[src/rtl/oled_cmd_sequencer.sv]
// oled_cmd_sequencer
// Brings the OLED panel out of reset, then streams the command ROM to the
// panel through i2c_master. Each I2C write is the control byte 0x00 followed
// by up to MAX_BURST command bytes. A NACKed write is repeated from the same
// ROM offset until the retry budget runs out. Completion and failure are
// reported on o_done / o_error.
module oled_cmd_sequencer #(
  parameter int         RST_CYCLES = 1_000_000,
  parameter int         SEQ_LEN    = 26,
  parameter int         MAX_BURST  = 16,
  parameter int         MAX_RETRY  = 2,
  parameter logic [7:0] DEV_ADDR   = 8'h3C,
  parameter int         AW         = (SEQ_LEN > 1) ? $clog2(SEQ_LEN) : 1
) (
  input  logic          i_clk,
  input  logic          i_rst,
  input  logic          i_start,
  output logic [AW-1:0] o_rom_addr,
  input  logic [7:0]    i_rom_data,
  output logic          o_oled_rst_n,
  output logic [9:0]    o_slave_addr,
  output logic [7:0]    o_byte_cnt,
  output logic [3:0]    o_control_reg,
  output logic [3:0]    o_mode_reg,
  output logic [7:0]    o_tx_data,
  input  logic          i_tx_data_needed,
  input  logic          i_i2c_done,
  input  logic          i_i2c_nack,
  output logic          o_busy,
  output logic          o_done,
  output logic          o_error
);

  // base runs from 0 up to and including SEQ_LEN, so it needs one more code
  // than the ROM address.
  localparam int BW = $clog2(SEQ_LEN + 1);
  localparam int CW = (RST_CYCLES > 1) ? $clog2(RST_CYCLES) : 1;
  localparam int RW = (MAX_RETRY > 0) ? $clog2(MAX_RETRY + 1) : 1;

  typedef enum logic [3:0] {
    S_IDLE,
    S_RST_LO,
    S_RST_HI,
    S_LOAD,
    S_START,
    S_STREAM,
    S_WAIT_DONE,
    S_DONE,
    S_ERROR
  } state_t;

  state_t        state;
  state_t        state_next;
  logic          busy_next;

  logic [CW-1:0] wait_cnt;
  logic [BW-1:0] base;
  logic [BW-1:0] base_plus;
  logic [RW-1:0] retry;
  logic [7:0]    sent;
  logic [7:0]    staging;
  logic [7:0]    chunk;
  logic          load_phase;
  logic          fetch_d1;
  logic          fetch_d2;
  int            remaining;

  logic          wait_last;
  logic          in_xfer;
  logic          nack_evt;
  logic          done_evt;
  logic          need_evt;
  logic          last_byte;
  logic          retry_ok;
  logic          seq_end;

  // The panel address and write mode never change.
  assign o_slave_addr = {2'b00, DEV_ADDR};
  assign o_mode_reg   = 4'b0000;

  // Chunk size for the current base, and the i2c_master events qualified by
  // state. A NACK wins over a simultaneous done; data requests are only
  // honoured in STREAM and only when no transaction end arrives with them.
  always_comb begin
    remaining = SEQ_LEN - int'(base);
    chunk     = (remaining < MAX_BURST) ? 8'(remaining) : 8'(MAX_BURST);
    base_plus = base + BW'(chunk);
    seq_end   = (int'(base) + int'(chunk)) >= SEQ_LEN;
    retry_ok  = int'(retry) < MAX_RETRY;
    wait_last = (wait_cnt == CW'(RST_CYCLES - 1));
    in_xfer   = (state == S_STREAM) || (state == S_WAIT_DONE);
    nack_evt  = in_xfer && i_i2c_nack;
    done_evt  = in_xfer && i_i2c_done && !i_i2c_nack;
    need_evt  = (state == S_STREAM) && i_tx_data_needed && !i_i2c_nack && !i_i2c_done;
    last_byte = need_evt && (sent == (chunk - 8'd1));
  end

  // State register.
  always_ff @(posedge i_clk) begin
    if (i_rst) begin
      state <= S_IDLE;
    end else begin
      state <= state_next;
    end
  end

  // Next-state decode; busy is derived from where the FSM is heading so the
  // registered outputs line up with the state they describe.
  always_comb begin
    state_next = state;
    busy_next  = 1'b0;
    unique case (state)
      S_IDLE: begin
        if (i_start) begin
          state_next = S_RST_LO;
        end
      end
      S_RST_LO: begin
        if (wait_last) begin
          state_next = S_RST_HI;
        end
      end
      S_RST_HI: begin
        if (wait_last) begin
          state_next = S_LOAD;
        end
      end
      S_LOAD: begin
        if (load_phase) begin
          state_next = S_START;
        end
      end
      S_START: begin
        state_next = S_STREAM;
      end
      S_STREAM, S_WAIT_DONE: begin
        if (nack_evt) begin
          state_next = retry_ok ? S_LOAD : S_ERROR;
        end else if (done_evt) begin
          state_next = seq_end ? S_DONE : S_LOAD;
        end else if (last_byte) begin
          state_next = S_WAIT_DONE;
        end
      end
      S_DONE, S_ERROR: begin
        state_next = S_IDLE;
      end
      default: begin
        state_next = S_IDLE;
      end
    endcase
    busy_next = (state_next == S_RST_LO) || (state_next == S_RST_HI) ||
                (state_next == S_LOAD)   || (state_next == S_START)  ||
                (state_next == S_STREAM) || (state_next == S_WAIT_DONE);
  end

  // Datapath: reset-pin timing, ROM addressing with a one-byte staging
  // register, transaction bookkeeping and the registered status outputs.
  // The ROM address is set on entry to LOAD so the second LOAD cycle sees
  // valid data; in STREAM the address advances on each data request and the
  // refetched byte lands in staging two cycles later.
  always_ff @(posedge i_clk) begin
    if (i_rst) begin
      o_oled_rst_n  <= 1'b1;
      o_busy        <= 1'b0;
      o_done        <= 1'b0;
      o_error       <= 1'b0;
      o_control_reg <= 4'b0000;
      o_byte_cnt    <= 8'd0;
      o_tx_data     <= 8'd0;
      o_rom_addr    <= '0;
      wait_cnt      <= '0;
      base          <= '0;
      retry         <= '0;
      sent          <= 8'd0;
      staging       <= 8'd0;
      load_phase    <= 1'b0;
      fetch_d1      <= 1'b0;
      fetch_d2      <= 1'b0;
    end else begin
      o_oled_rst_n  <= (state_next != S_RST_LO);
      o_busy        <= busy_next;
      o_done        <= (state_next == S_DONE);
      o_control_reg <= (state_next == S_START) ? 4'b1000 : 4'b0000;

      if (((state == S_RST_LO) || (state == S_RST_HI)) && !wait_last) begin
        wait_cnt <= wait_cnt + CW'(1);
      end else begin
        wait_cnt <= '0;
      end

      load_phase <= (state == S_LOAD) && !load_phase;
      fetch_d1   <= need_evt && !last_byte;
      fetch_d2   <= fetch_d1;

      if ((state == S_IDLE) && i_start) begin
        o_error <= 1'b0;
        base    <= '0;
        retry   <= '0;
      end

      if (state_next == S_ERROR) begin
        o_error <= 1'b1;
      end

      if ((state == S_RST_HI) && wait_last) begin
        o_rom_addr <= '0;
      end

      if (state == S_LOAD) begin
        o_byte_cnt <= chunk + 8'd1;
        o_tx_data  <= 8'h00;
        sent       <= 8'd0;
        if (load_phase) begin
          staging <= i_rom_data;
        end
      end else if (fetch_d2) begin
        staging <= i_rom_data;
      end

      if (need_evt) begin
        o_tx_data <= staging;
        sent      <= sent + 8'd1;
        if (!last_byte) begin
          o_rom_addr <= o_rom_addr + AW'(1);
        end
      end

      if (nack_evt) begin
        if (retry_ok) begin
          retry      <= retry + RW'(1);
          o_rom_addr <= AW'(base);
        end
      end else if (done_evt) begin
        base  <= base_plus;
        retry <= '0;
        if (!seq_end) begin
          o_rom_addr <= AW'(base_plus);
        end
      end
    end
  end

endmodule
[config.mk]
export PLATFORM = sky130hd
export DESIGN_NAME = oled_cmd_sequencer
export DESIGN_NICKNAME = d
export VERILOG_FILES = /design/src/rtl/oled_cmd_sequencer.sv
export SDC_FILE = /design/constraint.sdc
export NUM_CORES = 1
export LEC_CHECK = 0
export CORE_MARGIN = 2
export CORE_UTILIZATION = 56
export DETAILED_ROUTE_END_ITERATION = 16
export GPL_ROUTABILITY_DRIVEN = 0
export GPL_TIMING_DRIVEN = 0
export PLACE_DENSITY = 0.86
export RECOVER_POWER = 100
export SETUP_SLACK_MARGIN = 0.02
export SLEW_MARGIN = 25
export SYNTH_ARGS = -nofsm -noshare
export SYNTH_HDL_FRONTEND = slang
export SYNTH_SLANG_ARGS = --single-unit
[constraint.sdc]
create_clock -name i_clk -period 4.9 [get_ports i_clk]
set_clock_uncertainty 0.15 [all_clocks]
set_input_delay 0.49 -clock i_clk [delete_from_list [all_inputs] [get_ports i_clk]]
set_output_delay 0.49 -clock i_clk [all_outputs]
set_load 0.02 [all_outputs]
# After elaboration in Yosys (flattened, before gate mapping)
# Cells that the tools add are included.
# totals
reg_bits	79
in_bits	14
# classes
n_addsub	9
n_lt_le_gt_ge	3
eq_ne	18
mux	34
bitwise_logic	1
n_reduce_logical	31
# ops
op	count
8-bit two-way mux	7
5-bit two-way mux	10
4-bit two-way mux	9
4-bit by 3-bit equality test with 1-bit output (second input constant)	7
4-bit one-hot mux with 6 select lines	1
20-bit by 1-bit adder with 20-bit output (second input constant)	1
20-bit equality test (second input constant)	1
8-bit by 1-bit adder with 8-bit output (second input constant)	2
4-bit by 2-bit equality test with 1-bit output (second input constant)	4
1-bit logical AND	12
5-bit by 8-bit adder with 9-bit output	1
9-bit by 5-bit greater-or-equal comparator with 1-bit output (second input constant)	1
4-bit by 1-bit equality test with 1-bit output (second input constant)	2
8-bit equality test	1
2-bit two-way mux	4
8-bit by 1-bit subtractor with 8-bit output (second input constant)	1
1-bit logical OR	7
6-bit less-than comparator (second input constant)	1
2-bit nonzero test	3
5-bit by 5-bit subtractor with 6-bit output (first input constant)	1
5-bit by 1-bit adder with 5-bit output (second input constant)	1
5-bit adder	1
1-bit zero test	5
4-bit equality test (second input constant)	1
10 further kinds	12

# Longest topological paths before layout
# Gate-level depths: netlist of the first run.
# depth
word_depth	16
ltp_mapped	18
ltp_nobuf	16

# Least setup slack after synthesis of the first run
# OpenSTA, ideal clock, no wires.
# synth_path
path_kind	register to register
start	register base[1]
end	register o_oled_rst_n
arrival_ps	3907
required_time_ps	4610
setup_slack_ps	703
path_stages_with_launch	18
n_path_buf	2
synth_period_minus_slack_ps	4197
cell_sequence	dfxtp_1 > ha_1 > buf_2 > or2_1 > and2_1 > ha_1 > buf_2 > or2_2 > and2_1 > fa_1 > a21oi_1 > o21bai_1 > xnor2_1 > nor4b_1 > o31ai_1 > nand2_1 > a211oi_1 > nand4b_1
# synth_between
elab_chain_cells	11
elab_cells_between_ends	14
cone_classes	add/sub (3); order compare (2); eq/ne (2); mux (6); reduce/logical (1)
# synth_lines
element	line_no	source
start, declared	57	logic [BW-1:0] base;
start signal, assigned	235	base <= base_plus;
branches (longest 7 deep; another with 5-bit by 8-bit adder with 9-bit output)	--	
4-bit two-way mux *	139	end else if (done_evt) begin
4-bit two-way mux *	137	if (nack_evt) begin
4-bit one-hot mux with 6 select lines *	112	unique case (state)
4-bit by 1-bit inequality test with 1-bit output *	181	o_oled_rst_n <= (state_next != S_RST_LO);
end signal, assigned	181	
end, declared	20	output logic o_oled_rst_n,
# Mark *: on every way between the ends.
# A chain may end at the register's enable or synchronous reset.

# Worst setup path in the final report of the first run
# Ends and elaborated chain as after synthesis.

==> impl_metrics.env, run 1 <==
export IMPL_pwr_share_comb=0.058
export IMPL_report_final_hold_viol_count=0
export IMPL_synth_main_ff_cell="dfxtp_1"
export IMPL_crit_path_start_kind="flop"
export IMPL_switching_share=0.2434
export IMPL_power_mw=1.162
export IMPL_insertedDiodeCount=0
export IMPL_wl_per_cell_microns=15.23
export IMPL_drive_above_1_share=0.1049
export IMPL_yosysUniqueCellTypes=66
export IMPL_gr_total_overflow=0
export IMPL_io_buffers=39
export IMPL_clk_pin_slew_worst_paths_ns=0.08
export IMPL_fmax_mhz=217.2
export IMPL_core_sq_mm=0.007607
export IMPL_post_route_period_util=0.9397
export IMPL_htreeDepth=3
export IMPL_synth_cells=522
export IMPL_yosysWarningCount=0
export IMPL_crit_fanout=10
export IMPL_cts_made_buffers=9
export IMPL_power_frac_seq=0.535
export IMPL_dr_pass1_iters=6
export IMPL_clkLatencyLatePin_ns=0.36
export IMPL_regMostFlops="wait_cnt"
export IMPL_cts_hold_buffers_added=0
export IMPL_ys_ff_latch=76
export IMPL_cts_root_buf="clkbuf_8"
export IMPL_pwr_share_clk=0.407
export IMPL_synth_area_sq_mm=0.004322
export IMPL_cts_tree="built"
export IMPL_cts_sinks=76
export IMPL_antenna_found_initial=0
export IMPL_drc=0
export IMPL_status="completed"
export IMPL_dp_hpwl_microns=7961
export IMPL_start_util=0.5681
export IMPL_routed_wl_microns=10550
export IMPL_slew_viol_final=0
export IMPL_synthToLayoutAreaGrowth_pct=17.95
export IMPL_ys_seq_area_frac=0.3521
export IMPL_intPower_uw=879.4
export IMPL_rsz0062_at_grt="no"
export IMPL_die_width_microns=91.85
export IMPL_drtIter0Drc=392
export IMPL_grtUsageTotal=0.2605
export IMPL_clockBufferDepth=2
export IMPL_worstSetupPathType="reg2reg"
export IMPL_peakVddDrop_mv=0.2374
export IMPL_grt_max_degree=14
export IMPL_cap_violations=0
export IMPL_r2r_cells=17
export IMPL_setup_viol=0
export IMPL_max_slew_worst_pin_slew_ns=1.097
export IMPL_hp_class="reg2reg"
export IMPL_cp_arrival_ns=4.67
export IMPL_vias=4017
export IMPL_avgSynthCellArea_sq_um=8.279
export IMPL_grt_pass1_vias=3977
export IMPL_largest_reg_flops=20
export IMPL_synth_edf_count=0
export IMPL_slowest_stage="fa_1"
export IMPL_required_ns=4.97
export IMPL_io_pins=57
export IMPL_grt_pass1_wl_microns=17680
export IMPL_viasPerCell=5.797
export IMPL_relSlewSlack=0.2479
export IMPL_synthArstFlopShare=0
export IMPL_place_inst=678
export IMPL_rows=32
export IMPL_p_leak_nw=2.106
export IMPL_p_per_area_mw_per_mm2=228.0
export IMPL_worstPathCellList="ha_1, buf_2, or2_1, and2_0, ha_1, buf_2, or2_2, and2_1, fa_1, a21oi_1, o21bai_1, xnor2_2, nor4b_1, o31ai_2, nand2_1, a211oi_2, nand4b_1"
export IMPL_end_kind="flop"
export IMPL_die_h_microns=91.85
export IMPL_cp_slowest_stage_delay_ns=0.41
export IMPL_dieArea_sq_mm=0.008436
export IMPL_fin_tns_setup_ns=0
export IMPL_stdcell_count=693
export IMPL_p_switching_uw=282.9
export IMPL_min_period_ns=4.604
export IMPL_nNetsFinal=612
export IMPL_ant_nets=0
export IMPL_min_path_cells=2
power by group through the flow:
stage | clock network (mW) | logic, mW | registers [mW]
after CTS | 0.479 | 0.0678 | 0.622
after global routing | 0.501 | 0.0713 | 0.623
after floorplan | 0 | 0.0425 | 0.638
after detailed placement | 0 | 0.0674 | 0.637
final | 0.473 | 0.0671 | 0.622
after global placement | 0 | 0.0668 | 0.636
metal layers:
| layer | GRT usage | up-vias | share of wire |
|---|---|---|---|
| met5 | 0 | - | 0 |
| met4 | 0.1231 | 0 | 0.035 |
| met3 | 0.04930 | 32 | 0.070 |
| met2 | 0.4498 | 158 | 0.49 |
| met1 | 0.3117 | 1869 | 0.41 |
| li1 | - | 1958 | - |
cell usage after synthesis, types with 5 or more instances:
master | number | area [sq um]
a211oi_1 | 5 | 37.54
a21o_1 | 5 | 37.54
a21oi_1 | 40 | 200.2
a31oi_1 | 6 | 37.54
and2_1 | 10 | 62.56
and3_1 | 15 | 93.84
buf_2 | 7 | 35.03
buf_4 | 17 | 127.6
clkbuf_1 | 16 | 60.06
dfxtp_1 | 76 | 1521
ha_1 | 10 | 125.1
inv_1 | 10 | 37.54
mux2i_1 | 13 | 130.1
nand2_1 | 43 | 161.4
nand2b_1 | 6 | 37.54
nand3_1 | 35 | 175.2
nand3b_1 | 5 | 37.54
nor2_1 | 61 | 229.0
nor2b_1 | 8 | 50.05
nor3_1 | 9 | 45.04
o211ai_1 | 5 | 37.54
o21ai_0 | 12 | 60.06
xnor2_1 | 14 | 122.6
xor2_1 | 20 | 175.2
logic make-up after synthesis:
group / share of synthesized area
and+or+nand+nor: 0.2695
AOI/OAI and AO/OA: 0.1786
DFF: 0.3521
buffers and inverters: 0.06022
xor gates and xnor gates: 0.06891
muxes: 0.03532
adders and majority gates: 0.03358
other: 0.001738
area by class of cell:
class	instances	area (sq um)
repair buffers	39	390.4
clock buffers	9	123.9
clock inverters	6	63.81
flip-flops and latches	76	1521
fillers	647	2510
well taps	102	127.6
multi-input cells	411	2610
inverters	10	37.54
plain buffers	40	222.7
path summary, 6_finish.rpt:
check	startpoint	to	slack (ns)
setup / recovery	base[1]	o_oled_rst_n	0.30
hold / removal	staging[0]	o_tx_data[0]	0.31
setup reg to reg	base[1]	o_oled_rst_n	0.30
hold reg to reg	staging[0]	o_tx_data[0]	0.31
what timing repair did:
| action | 4_1_cts | 5_1_grt |
|---|---|---|
| setup endpoints to repair | 0 | 5 |
| setup buffers | 0 | 0 |
| resized for setup | 0 | 4 |
worst max-delay path: cells and delay by family (launching register included):
kind,cells,cell delay (ns)
AND/OR/NAND/NOR,7,1.41
adder cells (fa/ha/maj),3,0.91
flip-flops,1,0.36
AO/OA/AOI/OAI,4,0.97
buffers and inverters,2,0.38
XOR/XNOR,1,0.27
layout by cell type, fill, tap and decap left out, types with 12 or more instances in the layout:
cell,netlist,final
a21oi_1,40,40
and3_1,15,15
buf_4,17,17
clkbuf_1,16,16
conb_1,2,17
dfxtp_1,76,76
dlygate4sd3_1,0,28
mux2i_1,13,13
nand2_1,43,43
nand3_1,35,35
nor2_1,61,61
o21ai_0,12,12
xnor2_1,14,13
xor2_1,20,20
per-stage QoR:
stage	worst slack (ns)	util	area [sq um]	hold WS, ns
6_report	0.2955	0.6701	5097	0.3087
5_1_grt	0.02022	0.6701	5097	0.3352
4_1_cts	0.05192	0.6688	5087	0.3072
3_5_place_dp	0.08733	0.6441	4900	0.2971
3_3_place_gp	0.1263	0.6436	4896	0.2757
2_1_floorplan	0.7030	-	4378	0.2638
Power figures use the tool's default switching activity.
==> inputs of run 2 (changes only) <==
--- a/config.mk
+++ b/config.mk
@@ -5,6 +5,7 @@
 export SDC_FILE = /design/constraint.sdc
 export NUM_CORES = 1
 export LEC_CHECK = 0
+export CAP_MARGIN = 25
 export CORE_MARGIN = 2
 export CORE_UTILIZATION = 56
 export DETAILED_ROUTE_END_ITERATION = 16
==> results of run 2 <==
The final DEF is identical to that of run 1; final timing and power are the same.
==> inputs of run 3 (changes only) <==
--- a/config.mk
+++ b/config.mk
@@ -11,6 +11,7 @@
 export DETAILED_ROUTE_END_ITERATION = 16
 export GPL_ROUTABILITY_DRIVEN = 0
 export GPL_TIMING_DRIVEN = 0
+export HOLD_SLACK_MARGIN = 0.06
 export PLACE_DENSITY = 0.86
 export RECOVER_POWER = 100
 export SETUP_SLACK_MARGIN = 0.02
==> results of run 3 <==
The final DEF is identical to that of run 1; final timing and power are the same.
